<file path="config.mk">
export PLATFORM = sky130hd
export DESIGN_NAME = instr_reg
export DESIGN_NICKNAME = d
export VERILOG_FILES = /design/src/rtl/instr_reg_pkg.sv /design/src/rtl/instr_reg_decode.sv /design/src/rtl/instr_reg.sv
export SDC_FILE = /design/constraint.sdc
export NUM_CORES = 1
export LEC_CHECK = 0
export CORE_MARGIN = 1
export CORE_UTILIZATION = 35
export DETAILED_ROUTE_END_ITERATION = 6
export GPL_ROUTABILITY_DRIVEN = 0
export PLACE_DENSITY = 0.92
export SLEW_MARGIN = 5
export SYNTH_ARGS = -nofsm -noshare
export SYNTH_HDL_FRONTEND = slang
export SYNTH_SLANG_ARGS = --single-unit
</file>
<file path="constraint.sdc">
create_clock -name clk -period 2.3 [get_ports clk]
set_input_delay 0.46 -clock clk [delete_from_list [all_inputs] [get_ports clk]]
set_output_delay 0.46 -clock clk [all_outputs]
set_load 0.03 [all_outputs]
</file>
<file path="src/rtl/instr_reg_pkg.sv">
// Shared field layout, opcode class boundaries and class encoding for the
// 16-bit instruction register and its decoder.
package instr_reg_pkg;

  localparam int WORD_W  = 16;
  localparam int FIELD_W = 4;
  localparam int OPC_MSB = 15;
  localparam int OPC_LSB = 12;
  localparam int RD_LSB  = 8;
  localparam int RS_LSB  = 4;
  localparam int IMM_W   = 8;

  // Last opcode of each class; SYS takes everything above BRANCH_MAX.
  localparam logic [FIELD_W-1:0] ALU_MAX    = 4'd7;
  localparam logic [FIELD_W-1:0] MEM_MAX    = 4'd11;
  localparam logic [FIELD_W-1:0] BRANCH_MAX = 4'd13;

  typedef enum logic [1:0] {
    CLS_ALU    = 2'd0,
    CLS_MEM    = 2'd1,
    CLS_BRANCH = 2'd2,
    CLS_SYS    = 2'd3
  } ir_cls_t;

  function automatic ir_cls_t classify(input logic [FIELD_W-1:0] opc);
    if (opc <= ALU_MAX)         return CLS_ALU;
    else if (opc <= MEM_MAX)    return CLS_MEM;
    else if (opc <= BRANCH_MAX) return CLS_BRANCH;
    else                        return CLS_SYS;
  endfunction

endpackage

</file>
<file path="src/rtl/instr_reg_decode.sv">
// Purely combinational field split, immediate sign-extension and class
// lookup for a registered 16-bit instruction word.
module instr_reg_decode
  import instr_reg_pkg::*;
(
  input  logic [WORD_W-1:0]  word_i,
  output logic [FIELD_W-1:0] opcode_o,
  output logic [FIELD_W-1:0] rd_o,
  output logic [FIELD_W-1:0] rs_o,
  output logic [FIELD_W-1:0] func_o,
  output logic [WORD_W-1:0]  imm_sext_o,
  output ir_cls_t            cls_o
);

  assign opcode_o   = word_i[OPC_MSB:OPC_LSB];
  assign rd_o       = word_i[RD_LSB+FIELD_W-1:RD_LSB];
  assign rs_o       = word_i[RS_LSB+FIELD_W-1:RS_LSB];
  assign func_o     = word_i[FIELD_W-1:0];
  assign imm_sext_o = {{(WORD_W-IMM_W){word_i[IMM_W-1]}}, word_i[IMM_W-1:0]};
  assign cls_o      = classify(word_i[OPC_MSB:OPC_LSB]);

endmodule

</file>
<file path="src/rtl/instr_reg.sv">
// Instruction register: captures the fetched word on en_ir, flags validity
// and exposes pre-decoded fields. Define IR_SHADOW_EN to add prev_ir.
module instr_reg
  import instr_reg_pkg::*;
#(
  parameter int W = 16
) (
  input  logic         clk,
  input  logic         rst,
  input  logic [W-1:0] d_in,
  input  logic         en_ir,
  output logic [W-1:0] d_out,
  output logic         ir_valid,
  output logic [3:0]   opcode,
  output logic [3:0]   rd,
  output logic [3:0]   rs,
  output logic [3:0]   func,
  output logic [15:0]  imm_sext,
`ifdef IR_SHADOW_EN
  output logic [15:0]  prev_ir,
`endif
  output logic [1:0]   cls
);

  logic [W-1:0] ir_d, ir_q;
  logic         valid_d, valid_q;
  ir_cls_t      cls_w;

  always_comb begin
    // NOTE: hold values are assigned first so every path drives every
    // signal; an unassigned branch here would infer a latch.
    ir_d    = ir_q;
    valid_d = valid_q;
    if (en_ir) begin
      ir_d    = d_in;
      valid_d = 1'b1;
    end
  end

  always_ff @(posedge clk) begin
    // NOTE: state registers use non-blocking assignments so every flop
    // samples pre-edge values regardless of statement order.
    if (rst) begin
      ir_q    <= '0;
      valid_q <= 1'b0;
    end else begin
      ir_q    <= ir_d;
      valid_q <= valid_d;
    end
  end

`ifdef IR_SHADOW_EN
  logic [W-1:0] prev_d, prev_q;

  // The shadow only moves when the main register loads.
  assign prev_d = en_ir ? ir_q : prev_q;

  always_ff @(posedge clk) begin
    if (rst) prev_q <= '0;
    else     prev_q <= prev_d;
  end

  assign prev_ir = prev_q;
`endif

  assign d_out    = ir_q;
  assign ir_valid = valid_q;
  assign cls      = cls_w;

  instr_reg_decode u_decode (
    .word_i     (ir_q),
    .opcode_o   (opcode),
    .rd_o       (rd),
    .rs_o       (rs),
    .func_o     (func),
    .imm_sext_o (imm_sext),
    .cls_o      (cls_w)
  );

endmodule

</file>
# ---- Word-level counts from Yosys, hierarchy flattened
# Index checks and enable logic that the tools add are counted.
dict set report totals {
  out_inout_bits 51
  wordCells 8
  in_bits 19
  reg_bits 17
}
dict set report op_classes {
  mux 3
  order_cmp 3
}
# operator n
set ops {}
lappend ops {{4-bit <= comparator (second input constant)} 2}
lappend ops {{4-bit by 3-bit <= comparator with 1-bit output (second input constant)} 1}
lappend ops {{2-bit two-way mux} 2}
lappend ops {{1-bit two-way mux} 1}

# ---- Longest topological paths before layout
# Gate-level depths: netlist of run 1.
dict set report depth {
  word_depth 4
  mapped_depth 4
  mapped_depth_nobuf 2
}

# ---- Hierarchy
# A second synthesis of run 1 with hierarchy kept.
dict set report unflattened {
  cells_unflattened 90
  hier_area_um2 867.1
}
# module cells_per_inst n_inst seq_area_each_um2 area_per_inst_um2
set modules_own_cells {}
lappend modules_own_cells {instr_reg 55 1 340.3 609.3}
lappend modules_own_cells {instr_reg_decode 35 1 0.0 257.7}

# ---- Worst setup path before layout of run 1
# OpenSTA, ideal clock, no wires.
dict set report synth_path {
  kind {reg2out}
  startpoint {reg ir_q[15], in the netlist d_out[15]}
  endpoint {out cls[0]}
  path_stages_with_launch 2
  required_ps 1840
  path_buffers 0
  setup_slack_ps 539
  arrival_time_ps 1301
  path_cell_list {dfxtp_1 > a21boi_0}
}
dict set report synth_between {
  elab_chain_len 4
  word_cells_on_any_way 6
  classes_between {order compare (3); mux (3)}
}
# element line
set synth_rtl {}
lappend synth_rtl {{from (decl)} instr_reg.sv:25} ;# logic [W-1:0] ir_d, ir_q;
lappend synth_rtl {{from (signal assigned)} instr_reg.sv:47} ;# ir_q <= ir_d;
lappend synth_rtl {{4-bit <= comparator} instr_reg_pkg.sv:28} ;# else if (opc <= BRANCH_MAX) return CLS_BRANCH;
lappend synth_rtl {{1-bit two-way mux} instr_reg_pkg.sv:28}
lappend synth_rtl {{2-bit two-way mux} instr_reg_pkg.sv:27} ;# else if (opc <= MEM_MAX) return CLS_MEM;
lappend synth_rtl {{2-bit two-way mux (*)} instr_reg_pkg.sv:26} ;# if (opc <= ALU_MAX) return CLS_ALU;
lappend synth_rtl {{to (decl)} instr_reg.sv:22} ;# output logic [1:0] cls
# Mark *: on every way between the ends. The rest lies on a longest branch, timed or not.

# ---- Final worst setup path of run 1
# Ends and elaborated chain as after synthesis.

==> results of run 1 <==
path summary, 6_finish.rpt:
path / startpoint / end / slack, ns / cells after the start
max: d_out[15] / cls[0] / 0.23 / 2
min: ir_valid / ir_valid / 0.49 / 2
max reg2reg: d_out[7] / d_out[7] / 1.52 / 2
min reg2reg: ir_valid / ir_valid / 0.49 / 2
stage by stage:
| stage | worst slack, ns | total power, mW | util |
|---|---|---|---|
| 5_1_grt | 0.113 | 0.801 | 0.586 |
| 3_5_place_dp | 0.567 | 0.614 | 0.574 |
| 3_3_place_gp | 0.627 | 0.607 | 0.574 |
| 6_report | 0.231 | 0.762 | 0.586 |
| 4_1_cts | 0.207 | 0.780 | 0.586 |
| 2_1_floorplan | 0.539 | 0.528 | - |
report_power, final:
part / switching, mW / leakage, nW / total, mW / internal [mW]
clock: 0.0930 / 0.0177 / 0.157 / 0.0645
combinational: 0.149 / 0.391 / 0.275 / 0.127
sequential: 0.0171 / 0.141 / 0.329 / 0.312
worst min-delay path: cells and delay by family (launching register included):
kind	cells	cell delay (ns)
AND/OR/NAND/NOR	2	0.11
flip-flops	1	0.35
cell type report:
class                   count  area, µm²
well taps                  28       35.0
clock buffers               3       22.5
multi-input cells          36        241
repair buffers             70        698
fillers                   212        951
flip-flops and latches     17        340
inverters                   1       3.75
clock inverters             1       5.00
logic make-up after synthesis:
family / after synthesis / synth area share
flops: 17 / 0.386
compound gates: 1 / 0.00851
mux: 16 / 0.182
buf+inv: 37 / 0.340
simple gates: 19 / 0.0837
per-layer routing:
metal,up-vias,part of all wire,global-route usage
li1,328,-,-
met3,2,0.052,0.0174
met1,324,0.36,0.125
met5,-,0,0
met4,0,0.010,0.0658
met2,34,0.58,0.282
sequential cells by signal, indices dropped and copies added, names as in the netlist:
register,flops
d_out,16
ir_valid,1
placed cells by master, fill, tap and decap left out:
master	instances
a21boi_0	1
and2_1	1
buf_4	1
clkbuf_4	3
clkdlybuf4s50_1	69
clkinv_2	1
dfxtp_1	17
inv_1	1
mux2i_1	16
nor2_1	18
==> results.sh, run 1 <==
export IMPL_status="finished clean"
export IMPL_cp_slowest_stage_delay_ns=0.71
export IMPL_die_h_um=52.2
export IMPL_powerDensity_nw_per_um2=566
export IMPL_ys_ff_latch=17
export IMPL_cap_viol_max_count=0
export IMPL_drtAntennaViolNets=0
export IMPL_dp_hpwl_mm=1.47
export IMPL_worst_pin_slew_ns=0.633
export IMPL_final_cell_area_um2=1350
export IMPL_start_kind="flop"
export IMPL_clk_path_buf_depth=2
export IMPL_drv_slew=0
export IMPL_io_buffer_count=69
export IMPL_grt_setup_unrepaired="no"
export IMPL_dr_pass1_iters=2
export IMPL_fin_skew_ns=0
export IMPL_die_w_um=52.2
export IMPL_endpoint_kind="primary output"
export IMPL_final_net_count=148
export IMPL_cts_root_buf="clkbuf_4"
export IMPL_worstSkewPairLatency_ns=0.29
export IMPL_critPathKind="reg -> out"
export IMPL_setup_viol=0
export IMPL_irDropWorstVdd_v=0.000365
export IMPL_routed_wl_mm=1.90
export IMPL_yosysMostFrequentCell="buf_4"
export IMPL_synth_top_area_frac=0.386
export IMPL_dpl_cell_area_um2=1320
export IMPL_fin_cells=156
export IMPL_path_cells="a21boi_0, clkdlybuf4s50_1"
export IMPL_rows=17
export IMPL_synth_largest_area_cell="dfxtp_1"
export IMPL_path_buf_inv=1
export IMPL_hold_buffers=0
export IMPL_setup_tns_ns=0
export IMPL_crit_slowest_cell="clkdlybuf4s50_1"
export IMPL_htree_levels=1
export IMPL_antenna_cells=0
export IMPL_ys_types=10
export IMPL_syn_area_um2=882
export IMPL_grt_pass1_wl_mm=2.67
export IMPL_cp_arrival_ns=1.61
export IMPL_post_cts_buffers=0
export IMPL_yosysSeqAreaShare=0.386
export IMPL_ys_async_sr_fraction=0
export IMPL_grt_max_degree=18
export IMPL_gr_total_overflow=0
export IMPL_core_area_um2=2300
export IMPL_required_ns=1.84
export IMPL_fin_crit_sh=0.900
export IMPL_cts_buffers=3
export IMPL_track_usage=0.136
export IMPL_ys_warn_count=0
export IMPL_layout_drive_gt1_share=0.0391
export IMPL_synth_flop_cell="dfxtp_1"
export IMPL_cts_tree="built"
export IMPL_syn2layout_area_growth_pct=52.6
export IMPL_remaining_drc_errors=0
export IMPL_p_leak_nw=0.549
export IMPL_die_area_um2=2720
export IMPL_synth_common_cells="32 x buf_4, 18 x nor2_1, 17 x dfxtp_1"
export IMPL_crit_fanout=5
export IMPL_cts_sinks=17
export IMPL_dp_cells=152
export IMPL_start_util=0.384
export IMPL_cp_top_family="buffers and inverters"
export IMPL_vias=688
export IMPL_vias_per_cell=4.41
export IMPL_wire_per_inst_um=12.1
export IMPL_hold_class="reg -> reg"
export IMPL_cts_repair_resized=0
export IMPL_hold_viol=0
export IMPL_synth_avg_cell_area_um2=9.80
export IMPL_io_pin_count=70
export IMPL_period_minus_slack_ns=2.07
export IMPL_slew_headroom=0.577
export IMPL_synthCells=90
export IMPL_antenna_found_initial=0
export IMPL_max_freq_ghz=0.483
export IMPL_whs_ns=0.487
export IMPL_synth_edf_count=0
export IMPL_cts_reportedPaths_clkPinSlew_ns=0.10
export IMPL_first_global_vias=617
export IMPL_drtIter0Drc=1
export IMPL_synth_top_cells_by_area="dfxtp_1 39%, buf_4 27%, mux2i_1 18%"
export IMPL_syn_nets=109
Power figures use the tool's default switching activity.
==> run 2, diff against run 1 <==
--- a/config.mk
+++ b/config.mk
@@ -6,10 +6,11 @@
 export NUM_CORES = 1
 export LEC_CHECK = 0
 export CORE_MARGIN = 1
-export CORE_UTILIZATION = 35
+export CORE_UTILIZATION = 36
+export CTS_BUF_LIST = sky130_fd_sc_hd__clkbuf_8
 export DETAILED_ROUTE_END_ITERATION = 6
 export GPL_ROUTABILITY_DRIVEN = 0
-export PLACE_DENSITY = 0.92
+export PLACE_DENSITY = 0.94
 export SLEW_MARGIN = 5
 export SYNTH_ARGS = -nofsm -noshare
 export SYNTH_HDL_FRONTEND = slang
==> constraint.sdc (replaced) <==
create_clock -name clk -period 2.3 [get_ports clk]
set_input_delay 0.46 -clock clk [delete_from_list [all_inputs] [get_ports clk]]
set_output_delay 0.46 -clock clk [all_outputs]
set_load 0.05 [all_outputs]
==> results.sh, run 2 (synthesis gave the netlist of run 1 again) <==
export IMPL_status="finished clean"
export IMPL_clk_path_buf_depth=2
export IMPL_hold_class="reg -> reg"
export IMPL_hold_buffers=0
export IMPL_wire_per_inst_um=12.5
export IMPL_drtAntennaViolNets=0
export IMPL_multi_input_comb_area_um2=241
export IMPL_fin_crit_sh=0.914
export IMPL_post_cts_buffers=0
export IMPL_die_w_um=51.5
export IMPL_layout_drive_gt1_share=0.0391
export IMPL_max_freq_ghz=0.475
export IMPL_drtIter0Drc=4
export IMPL_final_net_count=148
export IMPL_start_util=0.391
export IMPL_dp_cells=152
export IMPL_setup_tns_ns=0
export IMPL_irDropWorstVdd_v=0.000570
export IMPL_io_pin_count=70
export IMPL_crit_slowest_cell="clkdlybuf4s50_1"
export IMPL_dr_pass1_iters=3
export IMPL_fin_skew_ns=0
export IMPL_dpl_cell_area_um2=1320
export IMPL_setup_ws_ns=0.197
export IMPL_dp_hpwl_mm=1.51
export IMPL_routed_wl_mm=1.95
export IMPL_vias=661
export IMPL_endpoint_kind="primary output"
export IMPL_htree_levels=1
export IMPL_hold_viol=0
export IMPL_cap_viol_max_count=0
export IMPL_cts_buffers=3
export IMPL_fin_cells=156
export IMPL_setup_viol=0
export IMPL_required_ns=1.84
export IMPL_worstSkewPairLatency_ns=0.24
export IMPL_slew_headroom=0.583
export IMPL_first_global_vias=637
export IMPL_cp_top_family="buffers and inverters"
export IMPL_ff_latch_area_um2=340
export IMPL_cp_slowest_stage_delay_ns=0.88
export IMPL_whs_ns=0.476
export IMPL_gr_total_overflow=0
export IMPL_track_usage=0.154
export IMPL_cp_arrival_ns=1.64
export IMPL_die_area_um2=2650
export IMPL_r2r_setup_slack_ns=1.51
export IMPL_io_buffer_count=69
export IMPL_path_cells="clkdlybuf4s50_1"
export IMPL_drv_slew=0
export IMPL_largest_register_ffs=16
export IMPL_die_h_um=51.5
export IMPL_cts_repair_resized=0
export IMPL_p_leak_nw=0.558
export IMPL_cts_tree="built"
export IMPL_grt_pass1_wl_mm=2.95
export IMPL_nFillCells=211
export IMPL_layout_commonest_cell="clkdlybuf4s50_1"
export IMPL_final_cell_area_um2=1370
export IMPL_syn2layout_area_growth_pct=54.8
export IMPL_path_buf_inv=1
export IMPL_grt_max_degree=18
export IMPL_crit_fanout=12
export IMPL_place_ws_ns=0.450
export IMPL_grt_setup_unrepaired="no"
export IMPL_post_layout_total_power_mw=0.895
export IMPL_cts_root_buf="clkbuf_8"
export IMPL_vias_per_cell=4.24
export IMPL_powerDensity_nw_per_um2=655
export IMPL_final_core_util=0.605
export IMPL_core_area_um2=2250
export IMPL_critPathKind="reg -> out"
export IMPL_antenna_found_initial=0
export IMPL_remaining_drc_errors=0
export IMPL_period_minus_slack_ns=2.10
export IMPL_mostFrequentLayoutCells="69 x clkdlybuf4s50_1, 18 x nor2_1, 17 x dfxtp_1"
export IMPL_cts_reportedPaths_clkPinSlew_ns=0.06
export IMPL_cts_sinks=17
export IMPL_antenna_cells=0
export IMPL_rows=17
export IMPL_worst_pin_slew_ns=0.623
export IMPL_start_kind="flop"
run 2: cell count changes in the layout (fill, tap and decap cells not counted):
cell / delta
clkbuf_4: -3
clkbuf_8: +3
a21boi_0: -1
a21boi_1: +1
run 2: worst min-delay path, cell delays in order (launching register included):
cell	delay, ns
dfxtp_1	0.31
nor2_1	0.08
nor2_1	0.04
run 2: report_power, final:
| part | internal, mW | switching [mW] | total (mW) | leakage, nW |
|---|---|---|---|---|
| sequential | 0.313 | 0.0180 | 0.331 | 0.141 |
| combinational | 0.126 | 0.227 | 0.353 | 0.392 |
| clock | 0.120 | 0.0910 | 0.211 | 0.0255 |
| total | 0.559 | 0.336 | 0.895 | 0.558 |
run 2: routing by layer:
layer / vias to the layer above / track usage / part of all wire
li1: 326 / - / -
met2: 33 / 0.310 / 0.57
met1: 300 / 0.142 / 0.36
met4: 0 / 0.0676 / 0.015
met5: - / 0 / 0
met3: 2 / 0.0380 / 0.051
run 2: area by class of cell:
class                   instances  area share
well taps                      28      0.0257
repair buffers                 70       0.511
inverters                       1     0.00275
clock inverters                 1     0.00367
flip-flops and latches         17       0.249
clock buffers                   3      0.0302
multi-input cells              36       0.177
run 2: path summary, 6_finish.rpt:
check                               from      endpoint  cells after the start
worst min register to register  ir_valid      ir_valid                      2
worst min-delay path            ir_valid      ir_valid                      2
worst max-delay path            d_out[7]  imm_sext[12]                      1
worst max register to register  d_out[7]      d_out[7]                      2
==> run 3, diff against run 2 <==
--- a/config.mk
+++ b/config.mk
@@ -5,9 +5,11 @@
 export SDC_FILE = /design/constraint.sdc
 export NUM_CORES = 1
 export LEC_CHECK = 0
+export ABC_CLOCK_PERIOD_IN_PS = 2300
 export CORE_MARGIN = 1
 export CORE_UTILIZATION = 36
 export CTS_BUF_LIST = sky130_fd_sc_hd__clkbuf_8
+export CTS_CLUSTER_SIZE = 24
 export DETAILED_ROUTE_END_ITERATION = 6
 export GPL_ROUTABILITY_DRIVEN = 0
 export PLACE_DENSITY = 0.94
==> results of run 3 <==
No change in the layout: final DEF, timing and power equal those of run 2.
